`src/rtl/seq_alu_if.sv`:
```
// seq_alu_if: request/response bundle between a datapath controller and seq_alu.
//
// Handshake: the master raises start with op/a/b valid; the request is taken
// on the first rising edge where the ALU is idle (busy=0, done=0). From that
// edge busy is high until the done cycle; done is a one-cycle pulse and
// result/div_by_zero/illegal_op are valid from that cycle and hold until the
// next request is taken. start is ignored at every other edge, and operands
// may change freely once the request has been taken.
//
// Signals:
//   start, op[3:0], a[W-1:0], b[W-1:0]       master -> slave
//   busy, done, result[2W-1:0],
//   div_by_zero, illegal_op                   slave -> master
//   fsm_state[2:0]                            slave -> master, debug view of the FSM

interface seq_alu_if #(
  parameter int W = 32
);
  logic           start;
  logic [3:0]     op;
  logic [W-1:0]   a;
  logic [W-1:0]   b;
  logic           busy;
  logic           done;
  logic [2*W-1:0] result;
  logic           div_by_zero;
  logic           illegal_op;
  logic [2:0]     fsm_state;

  modport master (
    output start, op, a, b,
    input  busy, done, result, div_by_zero, illegal_op, fsm_state
  );

  modport slave (
    input  start, op, a, b,
    output busy, done, result, div_by_zero, illegal_op, fsm_state
  );
endinterface

```
`src/rtl/seq_alu.sv`:
```
// seq_alu: multi-cycle ALU for the datapath. Single-cycle ops complete in one
// cycle; MUL is an iterative radix-4 Booth multiplier (W/2 steps); DIV is an
// iterative non-restoring signed divider (W steps plus one fix-up cycle).
// result feeds the Z register pair: result[2W-1:W] -> ZHI, result[W-1:0] -> ZLO.
//
// Ports:
//   clock  in  rising-edge clock
//   clear  in  synchronous active-high reset
//   bus    seq_alu_if.slave: start/op/a/b in; busy/done/result/div_by_zero/
//          illegal_op/fsm_state out
//
// Op encoding: 0 AND, 1 OR, 2 NEG, 3 NOT, 4 ADD, 5 SUB, 6 MUL, 7 DIV,
//              8 SHR, 9 SHRA, 10 SHL, 11 ROR, 12 ROL, 13-15 illegal.

module seq_alu #(
  parameter int W   = 32,
  parameter int SHW = $clog2(W)
) (
  input logic     clock,
  input logic     clear,
  seq_alu_if.slave bus
);

  localparam int CW = $clog2(W) + 1;

  localparam logic [3:0] OP_AND  = 4'd0;
  localparam logic [3:0] OP_OR   = 4'd1;
  localparam logic [3:0] OP_NEG  = 4'd2;
  localparam logic [3:0] OP_NOT  = 4'd3;
  localparam logic [3:0] OP_ADD  = 4'd4;
  localparam logic [3:0] OP_SUB  = 4'd5;
  localparam logic [3:0] OP_MUL  = 4'd6;
  localparam logic [3:0] OP_DIV  = 4'd7;
  localparam logic [3:0] OP_SHR  = 4'd8;
  localparam logic [3:0] OP_SHRA = 4'd9;
  localparam logic [3:0] OP_SHL  = 4'd10;
  localparam logic [3:0] OP_ROR  = 4'd11;
  localparam logic [3:0] OP_ROL  = 4'd12;

  typedef enum logic [2:0] {
    S_IDLE = 3'd0,
    S_MUL  = 3'd1,
    S_DIV  = 3'd2,
    S_FIX  = 3'd3,
    S_DONE = 3'd4
  } state_t;

  state_t         state_q;
  logic           busy_q;
  logic           done_q;
  logic [2*W-1:0] result_q;
  logic           dbz_q;
  logic           ill_q;
  logic [CW-1:0]  cnt_q;

  // Booth datapath: mcand_q is sign-extended a pre-shifted by 2 per step,
  // mplier_q is b consumed two bits per step, prev_q is the bit below them.
  logic [2*W-1:0] mcand_q;
  logic [W-1:0]   mplier_q;
  logic           prev_q;
  logic [2*W-1:0] acc_q;

  // Divider datapath: dq_q shifts dividend bits out of the top and quotient
  // bits in at the bottom; rem_q is the signed partial remainder.
  logic [W-1:0]   dq_q;
  logic [W+1:0]   rem_q;
  logic [W-1:0]   dvs_q;
  logic           neg_q_q;
  logic           neg_r_q;

  // ---------------- single-cycle ops ----------------
  logic [SHW-1:0] amt;
  logic [W-1:0]   single_val;
  logic           single_ill;
  logic [2*W-1:0] ror_t;
  logic [2*W-1:0] rol_t;

  assign amt = bus.b[SHW-1:0];

  always_comb begin
    single_val = '0;
    single_ill = 1'b0;
    ror_t      = {bus.a, bus.a} >> amt;
    rol_t      = {bus.a, bus.a} << amt;
    case (bus.op)
      OP_AND:  single_val = bus.a & bus.b;
      OP_OR:   single_val = bus.a | bus.b;
      OP_NEG:  single_val = -bus.a;
      OP_NOT:  single_val = ~bus.a;
      OP_ADD:  single_val = bus.a + bus.b;
      OP_SUB:  single_val = bus.a - bus.b;
      OP_SHR:  single_val = bus.a >> amt;
      OP_SHRA: single_val = $signed(bus.a) >>> amt;
      OP_SHL:  single_val = bus.a << amt;
      OP_ROR:  single_val = ror_t[W-1:0];
      OP_ROL:  single_val = rol_t[2*W-1:W];
      OP_MUL, OP_DIV: single_val = '0;
      default: single_ill = 1'b1;
    endcase
  end

  // ---------------- Booth step ----------------
  logic [2:0]     triplet;
  logic [2*W-1:0] pp;
  logic [2*W-1:0] acc_next;

  assign triplet = {mplier_q[1:0], prev_q};

  always_comb begin
    pp = '0;
    case (triplet)
      3'b001, 3'b010: pp = mcand_q;
      3'b011:         pp = {mcand_q[2*W-2:0], 1'b0};
      3'b100:         pp = -{mcand_q[2*W-2:0], 1'b0};
      3'b101, 3'b110: pp = -mcand_q;
      default:        pp = '0;
    endcase
  end

  assign acc_next = acc_q + pp;

  // ---------------- divider step and fix-up ----------------
  logic [W-1:0]   a_mag;
  logic [W-1:0]   b_mag;
  logic [W+1:0]   rem_sh;
  logic [W+1:0]   rem_new;
  logic [W+1:0]   rem_fix;
  logic [W-1:0]   q_final;
  logic [W-1:0]   r_final;

  // Magnitudes as unsigned W-bit values; |MIN| = 2^(W-1) still fits.
  assign a_mag = bus.a[W-1] ? -bus.a : bus.a;
  assign b_mag = bus.b[W-1] ? -bus.b : bus.b;

  // Non-restoring: subtract the divisor while the remainder is non-negative,
  // add it back in the next step when it went negative.
  assign rem_sh  = {rem_q[W:0], dq_q[W-1]};
  assign rem_new = rem_q[W+1] ? (rem_sh + {2'b00, dvs_q})
                              : (rem_sh - {2'b00, dvs_q});

  // Final restore leaves 0 <= rem < |b|; then the signs are applied.
  assign rem_fix = rem_q[W+1] ? (rem_q + {2'b00, dvs_q}) : rem_q;
  assign q_final = neg_q_q ? -dq_q : dq_q;
  assign r_final = neg_r_q ? -rem_fix[W-1:0] : rem_fix[W-1:0];

  // ---------------- FSM ----------------
  always_ff @(posedge clock) begin
    if (clear) begin
      state_q  <= S_IDLE;
      busy_q   <= 1'b0;
      done_q   <= 1'b0;
      result_q <= '0;
      dbz_q    <= 1'b0;
      ill_q    <= 1'b0;
      cnt_q    <= '0;
      mcand_q  <= '0;
      mplier_q <= '0;
      prev_q   <= 1'b0;
      acc_q    <= '0;
      dq_q     <= '0;
      rem_q    <= '0;
      dvs_q    <= '0;
      neg_q_q  <= 1'b0;
      neg_r_q  <= 1'b0;
    end else begin
      done_q <= 1'b0;
      case (state_q)
        S_IDLE: begin
          if (bus.start) begin
            dbz_q <= 1'b0;
            ill_q <= 1'b0;
            cnt_q <= '0;
            if (bus.op == OP_MUL) begin
              mcand_q  <= {{W{bus.a[W-1]}}, bus.a};
              mplier_q <= bus.b;
              prev_q   <= 1'b0;
              acc_q    <= '0;
              busy_q   <= 1'b1;
              state_q  <= S_MUL;
            end else if (bus.op == OP_DIV && bus.b != '0) begin
              dq_q    <= a_mag;
              dvs_q   <= b_mag;
              rem_q   <= '0;
              neg_q_q <= bus.a[W-1] ^ bus.b[W-1];
              neg_r_q <= bus.a[W-1];
              busy_q  <= 1'b1;
              state_q <= S_DIV;
            end else if (bus.op == OP_DIV) begin
              result_q <= {bus.a, {W{1'b1}}};
              dbz_q    <= 1'b1;
              done_q   <= 1'b1;
              state_q  <= S_DONE;
            end else begin
              result_q <= {{W{1'b0}}, single_val};
              ill_q    <= single_ill;
              done_q   <= 1'b1;
              state_q  <= S_DONE;
            end
          end
        end

        S_MUL: begin
          acc_q    <= acc_next;
          mcand_q  <= {mcand_q[2*W-3:0], 2'b00};
          mplier_q <= {2'b00, mplier_q[W-1:2]};
          prev_q   <= mplier_q[1];
          cnt_q    <= cnt_q + 1'b1;
          if (cnt_q == CW'(W/2 - 1)) begin
            result_q <= acc_next;
            done_q   <= 1'b1;
            busy_q   <= 1'b0;
            state_q  <= S_DONE;
          end
        end

        S_DIV: begin
          rem_q <= rem_new;
          dq_q  <= {dq_q[W-2:0], ~rem_new[W+1]};
          cnt_q <= cnt_q + 1'b1;
          if (cnt_q == CW'(W - 1)) begin
            state_q <= S_FIX;
          end
        end

        S_FIX: begin
          result_q <= {r_final, q_final};
          done_q   <= 1'b1;
          busy_q   <= 1'b0;
          state_q  <= S_DONE;
        end

        S_DONE: begin
          state_q <= S_IDLE;
        end

        default: begin
          state_q <= S_IDLE;
          busy_q  <= 1'b0;
        end
      endcase
    end
  end

  assign bus.busy        = busy_q;
  assign bus.done        = done_q;
  assign bus.result      = result_q;
  assign bus.div_by_zero = dbz_q;
  assign bus.illegal_op  = ill_q;
  assign bus.fsm_state   = state_q;

endmodule

```
`src/flat_wrapper.sv`:
```
// flat-port wrapper written by rule: the top's interface ports become plain ports
module seq_alu_flat 
#(
  parameter int W   = 32,
  parameter int SHW = $clog2(W)
)
  (clock, clear, bus_start, bus_op, bus_a, bus_b, bus_busy, bus_done, bus_result, bus_div_by_zero, bus_illegal_op, bus_fsm_state);
  seq_alu_if #(.W(W)) bus_i ();
  input logic clock;
  input logic clear;
  input wire logic [$bits(bus_i.start)-1:0] bus_start;
  input wire logic [$bits(bus_i.op)-1:0] bus_op;
  input wire logic [$bits(bus_i.a)-1:0] bus_a;
  input wire logic [$bits(bus_i.b)-1:0] bus_b;
  output wire logic [$bits(bus_i.busy)-1:0] bus_busy;
  output wire logic [$bits(bus_i.done)-1:0] bus_done;
  output wire logic [$bits(bus_i.result)-1:0] bus_result;
  output wire logic [$bits(bus_i.div_by_zero)-1:0] bus_div_by_zero;
  output wire logic [$bits(bus_i.illegal_op)-1:0] bus_illegal_op;
  output wire logic [$bits(bus_i.fsm_state)-1:0] bus_fsm_state;
  assign bus_i.start = bus_start;
  assign bus_i.op = bus_op;
  assign bus_i.a = bus_a;
  assign bus_i.b = bus_b;
  assign bus_busy = bus_i.busy;
  assign bus_done = bus_i.done;
  assign bus_result = bus_i.result;
  assign bus_div_by_zero = bus_i.div_by_zero;
  assign bus_illegal_op = bus_i.illegal_op;
  assign bus_fsm_state = bus_i.fsm_state;
  seq_alu #(.W(W), .SHW(SHW)) u_core (.clock(clock), .clear(clear), .bus(bus_i));
endmodule
```
`config.mk`:
```
export PLATFORM = sky130hd
export DESIGN_NAME = seq_alu_flat
export DESIGN_NICKNAME = d
export VERILOG_FILES = /design/src/rtl/seq_alu_if.sv /design/src/rtl/seq_alu.sv /design/src/flat_wrapper.sv
export SDC_FILE = /design/constraint.sdc
export NUM_CORES = 2
export LEC_CHECK = 0
export CORE_AREA = 2 2 295 239
export CTS_BUF_LIST = sky130_fd_sc_hd__clkbuf_2
export CTS_CLUSTER_SIZE = 10
export DETAILED_ROUTE_END_ITERATION = 6
export DIE_AREA = 0 0 297 241
export PLACE_DENSITY = 0.72
export SKIP_CTS_REPAIR_TIMING = 1
export SLEW_MARGIN = 20
export SYNTH_ARGS = -nofsm -noshare
export SYNTH_HDL_FRONTEND = slang
export SYNTH_SLANG_ARGS = --single-unit
```
`constraint.sdc`:
```
create_clock -name clock -period 8.5 [get_ports clock]
set_input_delay 2.125 -clock clock [delete_from_list [all_inputs] [get_ports clock]]
set_output_delay 2.125 -clock clock [all_outputs]
set_load 0.01 [all_outputs]
```
; ---- Word level (Yosys, flattened, before mapping)
; Index checks and enable logic that the tools add are counted.
[word_totals]
ff_bits = 338
latchBits = 0
mem_bits_rw = 0
romBits = 0
input_bits = 71
out_inout_bits = 71
mem_count = 0
[op_classes]
n_addsub = 13
n_mul = 0
div = 0
n_lt_le_gt_ge = 0
n_eq_ne = 32
shifts = 5
mux = 59
bitwise_logic = 7
reduce_logical = 21
[op_table]
columns = op, n
row1 = $mux 64, 9
row2 = $pmux 32 s11, 1
row3 = $mux 32, 10
row4 = $pmux 64 s2, 2
row5 = $pmux 64 s4, 1
row6 = $pmux 64 s3, 1
row7 = $mux 34, 4
row8 = $neg 32->32, 4
row9 = $neg 64->64, 2
row10 = $pmux 32 s2, 2
row11 = $pmux 34 s2, 1
row12 = $add 32x32->32, 2
row13 = $add 64x64->64, 1
row14 = $shl 64x5->64, 1
row15 = $shr 64x5->32, 1
row16 = $add 34x32->34, 1
row17 = $sub 34x32->34, 1
row18 = $and 32x32->32, 1
row19 = $not 32->32, 1
row20 = $or 32x32->32, 1
row21 = $reduce_bool 32->1, 1
row22 = $shl 32x5->32, 1
row23 = $shr 32x5->32, 1
row24 = $sshr 32x5->32, 1
row25 = 34 further kinds, 86

; ---- Depth between registers and ports, before layout
[depth]
ltp_word = 7
ltp_mapped = 28
ltp_nobuf = 27

; ---- Worst setup path before layout
; No wires, ideal clock.
[synth_path]
path_type = input -> register
from = input port bus_b[0]
to = register u_core.result_q[30] (netlist: u_core.bus.result[30])
t_arrival_ps = 6673
setup_slack_ps = 1695
cell_stages = 22
n_path_buf = 3
cell_sequence = clkbuf_1 > clkinv_1 > buf_1 > buf_1 > ha_1 > nand4_1 > or2_1 > or3_1 > o31ai_1 > xor2_1 > ha_1 > and3_1 > a31oi_1 > nand2_1 > a31oi_1 > o41ai_1 > a21oi_1 > o21bai_1 > mux2i_1 > o211ai_1 > o211ai_1 > a21oi_1
[synth_via]
elab_chain_len = 7
elab_cells_between_ends = 17
classes_between = add/sub (2) / eq/ne (1) / shift (5) / mux (6) / reduce/logical (3)
[synth_rtl]
columns = item, line_no
row1 = "start, declared", flat_wrapper.sv:14  ; input wire logic [$bits(bus_i.b)-1:0] bus_b;
row2 = $sub 32x32->32 (tied with other cells), seq_alu.sv:91  ; OP_SUB: single_val = bus.a - bus.b;
row3 = $pmux 32 s11, seq_alu.sv:85  ; case (bus.op)
row4 = $mux 64, seq_alu.sv:188  ; end else if (bus.op == OP_DIV) begin
row5 = $mux 64, seq_alu.sv:180  ; end else if (bus.op == OP_DIV && bus.b != '0) begin
row6 = $mux 64, seq_alu.sv:173  ; if (bus.op == OP_MUL) begin
row7 = $mux 64, seq_alu.sv:169  ; if (bus.start) begin
row8 = $pmux 64 s3, seq_alu.sv:167  ; case (state_q)
row9 = "end signal, assigned", seq_alu.sv:189  ; result_q <= {bus.a, {W{1'b1}}};
row10 = "end signal, assigned", seq_alu.sv:194  ; result_q <= {{W{1'b0}}, single_val};
row11 = "end signal, assigned", seq_alu.sv:209  ; result_q <= acc_next;
row12 = "end, declared", seq_alu.sv:51  ; logic [2*W-1:0] result_q;
; Parallel ways exist; a longest one is shown, timed or not. The select of a mux whose other input is x is not followed.
; A chain may end at the register's enable or synchronous reset.

; ---- Final worst setup path
[layout_path]
from = register u_core.mcand_q[1]
to = register u_core.result_q[63] (netlist: u_core.bus.result[63])
[layout_via]
elab_chain_len = 5
elab_cells_between_ends = 6
classes_between = add/sub (3) / mux (3)
[layout_rtl]
columns = item, line_no
row1 = "start, declared", seq_alu.sv:58  ; logic [2*W-1:0] mcand_q;
row2 = "start signal, assigned", seq_alu.sv:174  ; mcand_q <= {{W{bus.a[W-1]}}, bus.a};
row3 = "start signal, assigned", seq_alu.sv:204  ; mcand_q <= {mcand_q[2*W-3:0], 2'b00};
row4 = "$neg 64->64, on equally long branches", "seq_alu.sv:115, seq_alu.sv:114"
row5 = $pmux 64 s4 *, seq_alu.sv:111  ; case (triplet)
row6 = $add 64x64->64 *, seq_alu.sv:120  ; assign acc_next = acc_q + pp;
row7 = $mux 64 *, seq_alu.sv:208  ; if (cnt_q == CW'(W/2 - 1)) begin
row8 = $pmux 64 s3 *, seq_alu.sv:167
row9 = "end signal, assigned", seq_alu.sv:189
row10 = "end signal, assigned", seq_alu.sv:209
row11 = "end signal, assigned", seq_alu.sv:226  ; result_q <= {r_final, q_final};
; Mark *: on every way between the ends. The rest lies on a longest branch, timed or not. The select of a mux whose other input is x is not followed.

==> metrics.md <==
| Metric | Value |
|---|---|
| Startpoint types | `flip-flop` |
| Port Buf Inserts | `141` |
| Critical Path Sink Type | `flip-flop` |
| Mapped Nets | `5,383` |
| Vias | `40,200` |
| Core Area | `0.0684 mm2` |
| Cell repeated most along the worst path | `or3_4` |
| Max-slew headroom | `18.9%` |
| Clock latency on the worst-skew pair | `1230 ps` |
| Max-cap violations | `0` |
| Area delta synth->final | `7.14%` |
| Largest family of logic cells by synthesized area | `compound AO/OA/AOI/OAI gates` |
| Post-DR vias/cell | `about 6.7` |
| Worst Hold Class | `reg -> reg` |
| Post-synthesis mux area share | `4.28%` |
| Final hold violation count | `0` |
| Sequential power share | `32.5%` |
| Clock share of power | `19.4%` |
| Final setup fails | `0` |
| Initial antenna violation count | `12` |
| Hold depth | `2` |
| Starting density of the core | `around 52%` |
| Tightest Pin Transition | `1210 ps` |
| Pleak | `~15 nW` |
| Max Freq | `147 MHz` |
| Setup TNS | `0 ps` |
| Detail Route Antenna Nets | `0` |
| Drt wl/cell | `25.9 um` |
| Commonest non-fill, non-tap cell in the layout | `nor2_1` |
| Initial detailed-routing violation count | `between 5,000 and 6,000` |
| RSZ-0062 raised after global routing | `no` |
| H-tree levels | `3` |
| Vias in the first global route | `roughly 36,000` |
| GR Overflow Total | `0` |
| FF+latch count, synth | `338` |
| GPL Wtd Cong | `1.06` |
| Syn. warnings | `0` |
| Fin nets | `~5,300` |
| Routed WL | `roughly 160 mm` |
| Synth Cell Area | `between 0.03 and 0.04 mm2` |
| Fin crit share | `between 80% and 90%` |
| Die W | `between 200 and 300 um` |
| Max Slew Vio Count | `0` |
| Post-synthesis compound-gate area fraction | `30.7%` |
| Async SR Flop Fraction | `0%` |
| Die Height | `241 um` |
| CTS tree | `yes` |
| Outcome | `complete, no violations` |
| Layout cell share with drive strength beyond 1 | `between 7 and 8%` |
| Clock Skews | `109 ps` |
| Cell count of the worst reg-to-reg path | `27` |
| Distinct cells, synth | `98` |
| Reg-to-reg setup timing slack | `1680 ps` |
| Post-route cell area | `0.0380 mm2` |
| TritonRoute pass-1 iters | `7` |
| Cells after Synth | `~5,100` |
| CP Data Arrival Time | `7880 ps` |
| Total Power | `~6 mW` |
| IO Pins | `142` |
| Hold Crit Start | `u_core.mplier_q[30]$_SDFFE_PP0P_` |
| Post-synth EDFFs | `0` |
| Clk sinks | `338` |
| Share of total power in combinational logic | `48.0%` |
| Crit path kind | `reg -> reg` |
| Min-Delay Endpoint | `u_core.mplier_q[30]$_SDFFE_PP0P_` |
| Sequential area share after synthesis | `19.1%` |
| Crit path max-delay cell type | `or4_4` |
| P_int | `3.20 mW` |
| Reg-to-Reg End | `u_core.bus.result[63]$_SDFFE_PP0P_` |
| Post-Synth XOR/XNOR Area | `approximately 10%` |
| Cell Rows | `86` |
| DP Cell Count | `5,855` |
| Root Driver | `clkbuf_2` |
| Area after DPL | `0.0372 mm2` |
| Worst-path clk slew | `approximately 120 ps` |
| Crit path required time | `9560 ps` |
| Switch share | `47.7%` |
| TritonCTS buffer count | `93` |
| DRC viols | `0` |
| Worst r2r src | `u_core.mcand_q[1]$_SDFFE_PP0P_` |
| Crit-path max FO | `7` |
| Fin cells | `6,024` |
| Simple-gate share of the synthesized area | `between 20% and 30%` |
| Most frequent cells in the layout | `nor2_1, nand2_1, a21oi_1, dfxtp_1, o21ai_0` |
| Global-route wire length before repair | `229 mm` |
| Clock tree buffer depth | `3` |
| Largest net degree at the start of global routing | `153` |
| Fin crit period | `6820 ps` |
| Main synth FF type | `dfxtp_1` |
| Die area | `0.0716 mm2` |
| GRT Util Overall | `41.9%` |
| Peak VDD IR | `0.114 mV` |
| Post-synthesis adder-cell area fraction | `6.35%` |
| Syn_area_per_cell | `6.91 um2` |
| Switching Power | `2.92 mW` |
| PwrDens | `around 160 mW/mm2` |
| Detailed placement HPWL | `118 mm` |
| Worst path max stage delay | `490 ps` |
-- flip-flops by register name (all words and copies together) (netlist names), 3 cells and up --
signal	count
u_core.dvs_q	32
u_core.mcand_q	64
u_core.bus.fsm_state	3
u_core.cnt_q	6
u_core.bus.result	64
u_core.acc_q	64
u_core.rem_q	34
u_core.dq_q	32
u_core.mplier_q	32
-- cells by family (layout without fill, tap and decap cells) --
logic type	Yosys count	count (layout)
muxes	137	137
and+or+nand+nor	1880	1880
xor gates and xnor gates	405	405
DFF	338	338
buffers and inverters	539	495
AOI/OAI and AO/OA	1659	1659
other	0	8
adders and majority gates	178	178
-- cells in the mapped netlist (35+ instances only) --
cell,n,share of area [%]
a2111oi_0,41,1.0
a211oi_1,144,3.0
a21o_1,94,2.0
a21oi_1,448,6.3
a22oi_1,87,1.8
a311oi_1,77,1.9
a31oi_1,53,0.93
buf_1,46,0.49
clkbuf_1,397,4.2
dfxtp_1,338,19
ha_1,172,6.1
inv_1,76,0.80
mux2i_1,110,3.1
nand2_1,591,6.3
nand2b_1,67,1.2
nand3_1,72,1.0
nand4_1,39,0.69
nor2_1,677,7.2
nor3_1,167,2.4
o211ai_1,63,1.3
o21ai_0,321,4.5
o22ai_1,35,0.62
o31ai_1,40,0.85
or3_1,66,1.2
xnor2_1,167,4.1
xor2_1,238,5.9
-- worst max-delay path by stage --
stage / startpoint / slack (ps) / endpoint
2_1_floorplan: bus_b[0] / 1700 / u_core.bus.result[30]$_SDFFE_PP0P_
5_1_grt: u_core.mcand_q[0]$_SDFFE_PP0P_ / 1400 / u_core.bus.result[63]$_SDFFE_PP0P_
3_5_place_dp: bus_b[7] / 1070 / u_core.bus.result[30]$_SDFFE_PP0P_
3_3_place_gp: bus_b[7] / 1100 / u_core.bus.result[30]$_SDFFE_PP0P_
4_1_cts: u_core.mcand_q[1]$_SDFFE_PP0P_ / 1860 / u_core.bus.result[63]$_SDFFE_PP0P_
6_report: u_core.mcand_q[1]$_SDFFE_PP0P_ / 1680 / u_core.bus.result[63]$_SDFFE_PP0P_
-- per-layer routing --
layer / routed length (um) / GRT usage [%]
met5: 67 / 0
met4: 7560 / 18.8
met1: 65300 / 56.6
met3: 20700 / 13.9
met2: 62400 / 60.2
-- worst max-delay path: cells and delay by family (launching register included) --
kind            cells  cell delay [ps]
simple gates       11             3240
compound gates     11             2030
fa+ha+maj           2              580
flops               1              380
xor+xnor            2              370
buf+inv             1               80
-- metrics by stage --
| step | util [%] | worst slack, ps | hold WS, ps |
|---|---|---|---|
| 2_1_floorplan | - | 1700 | 432 |
| 3_3_place_gp | 54.3 | 1100 | 438 |
| 3_5_place_dp | 54.3 | 1070 | 450 |
| 4_1_cts | 55.5 | 1860 | 460 |
| 5_1_grt | 55.5 | 1400 | 478 |
| 6_report | 55.5 | 1680 | 463 |
-- layout make-up --
type,instances,area [um2]
fillers,6884,30400
multi-input cells,4259,26700
flip-flops and latches,338,6770
repair buffers,253,2240
well taps,924,1160
clock buffers,130,651
inverters,81,304
clock inverters,31,138
diodes,8,20.0
-- power groups by stage --
stage                     combinational [mW]  clock [mW]  sequential (mW)
final                                   2.94        1.19             1.99
after global routing                    3.15        1.29             2.01
after CTS                               2.85        1.21             1.98
after detailed placement                2.84           0             2.01
after global placement                  2.82           0             2.01
after floorplan                         1.97           0             1.89
(Power assumes the default switching activity.)
